## src/rtl/dice_roll_sequencer.sv

```systemverilog
// Single-die roll controller: latches the die size on press, spins a BCD value while held,
// tumbles on the 32 Hz tick after release, then shows the result for a timed period.
module dice_roll_sequencer #(
    parameter int unsigned TUMBLE_STEPS = 8,
    parameter int unsigned SHOW_TICKS   = 255
) (
    input  logic       clk,
    input  logic       rst_n,
    input  logic       tick,
    input  logic [6:0] btn,
    output logic [3:0] digit10,
    output logic [3:0] digit1,
    output logic       show,
    output logic       digit10_en,
    output logic       rolling,
    output logic       done
);
    localparam logic [2:0] DIE_D100 = 3'd6;

    typedef enum logic [1:0] {ST_IDLE, ST_HELD, ST_TUMBLE, ST_SHOW} state_t;

    state_t     state_q, state_d;
    logic [2:0] die_q, die_d;
    logic [3:0] tens_q, tens_d;
    logic [3:0] ones_q, ones_d;
    logic [7:0] step_q, step_d;
    logic [7:0] timer_q, timer_d;
    logic       done_q, done_d;

    logic       press;
    logic [2:0] sel;
    logic [3:0] dec_tens, dec_ones;

    function automatic logic [7:0] size_bcd(input logic [2:0] idx);
        case (idx)
            3'd0:    size_bcd = 8'h04;
            3'd1:    size_bcd = 8'h06;
            3'd2:    size_bcd = 8'h08;
            3'd3:    size_bcd = 8'h10;
            3'd4:    size_bcd = 8'h12;
            3'd5:    size_bcd = 8'h20;
            3'd6:    size_bcd = 8'h00;
            default: size_bcd = 8'h04;
        endcase
    endfunction

    assign press = |btn;

    // Scan from the top so the lowest active index is the last one written.
    always_comb begin
        sel = '0;
        for (int unsigned i = 7; i > 0; i--) begin
            if (btn[i-1]) sel = 3'(i - 1);
        end
    end

    // BCD 00 stands for 100, so 00 - 1 naturally borrows to 99.
    always_comb begin
        dec_tens = tens_q;
        dec_ones = ones_q;
        if ({tens_q, ones_q} == 8'h01) begin
            {dec_tens, dec_ones} = size_bcd(die_q);
        end else if (ones_q == 4'd0) begin
            dec_ones = 4'd9;
            dec_tens = (tens_q == 4'd0) ? 4'd9 : tens_q - 4'd1;
        end else begin
            dec_ones = ones_q - 4'd1;
        end
    end

    always_comb begin
        state_d = state_q;
        die_d   = die_q;
        tens_d  = tens_q;
        ones_d  = ones_q;
        step_d  = step_q;
        timer_d = timer_q;
        done_d  = 1'b0;
        if ((state_q != ST_HELD) && press) begin
            state_d          = ST_HELD;
            die_d            = sel;
            {tens_d, ones_d} = size_bcd(sel);
        end else begin
            unique case (state_q)
                ST_IDLE: ;
                ST_HELD: begin
                    if (press) begin
                        tens_d = dec_tens;
                        ones_d = dec_ones;
                    end else begin
                        step_d  = 8'(TUMBLE_STEPS);
                        state_d = ST_TUMBLE;
                    end
                end
                ST_TUMBLE: begin
                    if (tick) begin
                        tens_d = dec_tens;
                        ones_d = dec_ones;
                        step_d = step_q - 8'd1;
                        if (step_q == 8'd1) begin
                            state_d = ST_SHOW;
                            done_d  = 1'b1;
                            timer_d = 8'(SHOW_TICKS);
                        end
                    end
                end
                ST_SHOW: begin
                    if (tick) begin
                        timer_d = timer_q - 8'd1;
                        if (timer_q == 8'd1) state_d = ST_IDLE;
                    end
                end
                default: state_d = ST_IDLE;
            endcase
        end
    end

    always_ff @(posedge clk) begin
        if (!rst_n) begin
            state_q <= ST_IDLE;
            die_q   <= '0;
            tens_q  <= 4'd0;
            ones_q  <= 4'd1;
            step_q  <= '0;
            timer_q <= '0;
            done_q  <= 1'b0;
        end else begin
            state_q <= state_d;
            die_q   <= die_d;
            tens_q  <= tens_d;
            ones_q  <= ones_d;
            step_q  <= step_d;
            timer_q <= timer_d;
            done_q  <= done_d;
        end
    end

    assign digit10    = tens_q;
    assign digit1     = ones_q;
    assign show       = (state_q == ST_TUMBLE) || (state_q == ST_SHOW);
    assign rolling    = (state_q == ST_HELD) || (state_q == ST_TUMBLE);
    assign digit10_en = show && ((tens_q != 4'd0) ||
                                 ((die_q == DIE_D100) && ({tens_q, ones_q} == 8'h00)));
    assign done       = done_q;

endmodule

```

## config.mk

```make
export PLATFORM = sky130hd
export DESIGN_NAME = dice_roll_sequencer
export DESIGN_NICKNAME = d
export VERILOG_FILES = /design/src/rtl/dice_roll_sequencer.sv
export SDC_FILE = /design/constraint.sdc
export NUM_CORES = 1
export LEC_CHECK = 0
export CORE_UTILIZATION = 56
export CTS_CLUSTER_DIAMETER = 80
export CTS_CLUSTER_SIZE = 25
export DETAILED_ROUTE_END_ITERATION = 10
export PLACE_DENSITY = 0.77
export SETUP_SLACK_MARGIN = 0.02
export SYNTH_ARGS = -nofsm -noshare
export SYNTH_HDL_FRONTEND = slang
export SYNTH_SLANG_ARGS = --single-unit
```

## constraint.sdc

```tcl
create_clock -name clk -period 2.3 [get_ports clk]
set_input_delay 0.46 -clock clk [delete_from_list [all_inputs] [get_ports clk]]
set_output_delay 0.46 -clock clk [all_outputs]
set_load 0.1 [all_outputs]
```

==> out/metrics.yaml <==
netlist_top_cells_count: "30 x dfxtp_1, 30 x nor2_1, 19 x a21oi_1, 15 x nor3_1"
power_density_mw_per_mm2: 586
rrSetupSlack_ns: 0.24
final_layout_size_suffix_gt1_frac: 0.228
dpl_cell_area_mm2: 0.00239
cp-end-kind: "output port"
num_io_pins: 22
clockBufferDepth: 2
tightest_slew_ns: 0.590
synth_top_area_frac: 0.309
cp.arrival_ns: 1.77
drv_cap: 0
skew_ns: 0.00837
routed_via_density: 5.77
fillerInstances: 275
grt.overflow.total: 0
fin_cells: 336
diodes: 0
drc: 0
ys_seq_area_frac: 0.309
antenna_found_initial: 0
synth_edf_count: 0
synth.distinct_cells: 57
worstPathMaxFanout: 6
htreeDepth: 2
ir_drop_mv: 0.449
initial_core_util: 0.582
wl_per_cell_um: 13.9
place_inst: 328
place_congestion: 0.957
fin_area_mm2: 0.00247
clock_latency_ns: 0.33
synthToLayoutAreaGrowth_pct: 27.3
grt_pass1_vias: 1724
cts-root-buf: "clkbuf_4"
period_share: 0.972
crit_type: "flip-flop to output port"
ant_nets: 0
post-route-util: 0.740
finalSetupViolCount: 0
outcome: "finished clean"
syn_area_mm2: 0.00194
die_w_um: 60.9
layout.nets: 308
postCtsHoldBufs: 0
syn_inst: 242
core_mm2: 0.00334
grt_usage: 0.271
holdWs_ns: 0.529
ys_ff_latch: 30
yosysWarnings: 0
worstHoldPathType: "flip-flop to flip-flop"
synth_area_leaders: "dfxtp_1 31%, ha_1 5.8%, nor2_1 5.8%"
floorplan.die_area_mm2: 0.00370
dr.pass1.iters: 4
ys_async_sr_fraction: 0
cts.sink_count: 30
yosysTopAreaCell: "dfxtp_1"
grt_first_pass_wirelength_um: 7380
max_freq_mhz: 447
synth_nets: 261
final-hold-violation-count: 0
cellLeakagePower_uw: 0.000955
relSlewSlack: 0.601
grt_max_degree: 17
drv_slew: 0
die_h_um: 60.9
dp_hpwl_um: 3440
drtIter0Drc: 141
cts_tree: "built"
rows: 21
worstPathRequired_ns: 1.84
via_count: 1939
syn_area_per_cell_um2: 8.02
rsz0062_at_grt: "false"
portBuffers: 21
synth_flop_cell: "dfxtp_1"
timing.final.crit_period_ns: 2.23
startpoint_type: "flip-flop"
drt-total-wl_um: 4660
clkTransAtPathRegs_ns: 0.11
cts_inserted_buffers: 5
state kept, by name (all words and copies together), names as in the netlist:
register and count:
die_q 3, state_q 2, digit1 4, digit10 4
done 1, timer_q 8, step_q 8
metal layers:
layer | GRT usage | share of wire | up-vias
li1 | - | - | 979
met1 | 0.317 | 0.47 | 918
met2 | 0.477 | 0.48 | 31
met3 | 0.0512 | 0.026 | 11
met4 | 0.127 | 0.024 | 0
met5 | 0 | 0 | -
layout by cell type (no fill, tap or decap), types with 5 or more instances in the layout:
cell type	count
clkdlybuf4s50_1	9
inv_1	14
nand2_1	14
dfxtp_1	28
nor3_1	15
buf_4	37
nand3_1	6
a21oi_1	19
o21ai_0	11
xor2_1	6
nor4_1	5
nor2_1	30
xnor2_1	8
clkbuf_4	5
ha_1	8
nor2b_1	6
cell type report:
cell class / count / area, um^2 / share of cell area
Clock inverter: 2 / 12.5 / 0.00507
Tap cell: 46 / 57.6 / 0.0233
Sequential cell: 30 / 603 / 0.244
Inverter: 14 / 52.6 / 0.0213
Multi-Input combinational cell: 189 / 1260 / 0.512
Clock buffer: 6 / 51.3 / 0.0208
Timing Repair Buffer: 49 / 428 / 0.173
where the power goes:
group,internal (uW),switching (uW)
sequential,545,37.6
clock,147,205
combinational,188,325
total,880,567
cells by family (layout without fill, tap and decap cells):
family | after synthesis | after routing | share of synthesized area
buffers and inverters | 23 | 71 | 0.0496
AND/OR/NAND/NOR | 103 | 103 | 0.284
multiplexers | 3 | 3 | 0.0155
flip-flops | 30 | 30 | 0.309
AO/OA/AOI/OAI | 60 | 60 | 0.220
adder cells (fa/ha/maj) | 9 | 9 | 0.0580
XOR/XNOR | 14 | 14 | 0.0632
metrics by stage:
step                setup WS, ns  TNS, ns  total power [uW]
finish                    0.0651        0              1450
detailed placement        -0.163    -1.96              1090
floorplan                 0.0751        0               934
global placement          -0.130    -1.44              1090
CTS                       0.0652        0              1440
global route              0.0264        0              1510
critical path: stages, from the launching register on:
cell	delay (ns)
dfxtp_1	0.34
buf_4	0.15
or4_4	0.55
o21a_4	0.24
buf_12	0.16
worst paths after layout:
check,depth (start not counted),end,startpoint
worst max-delay path,4,digit10_en,digit10[0]
worst min-delay path,2,step_q[7],step_q[7]
worst max register to register,7,die_q[1],state_q[1]
worst min register to register,2,step_q[7],step_q[7]
what timing repair did:
action                                  4_1_cts  5_1_grt
resized for setup                             2        2
endpoints found under the setup margin        1        2
hold endpoints to repair                      0        0
setup buffers                                 0        0
No activity file was read; power rests on OpenSTA's default activity.
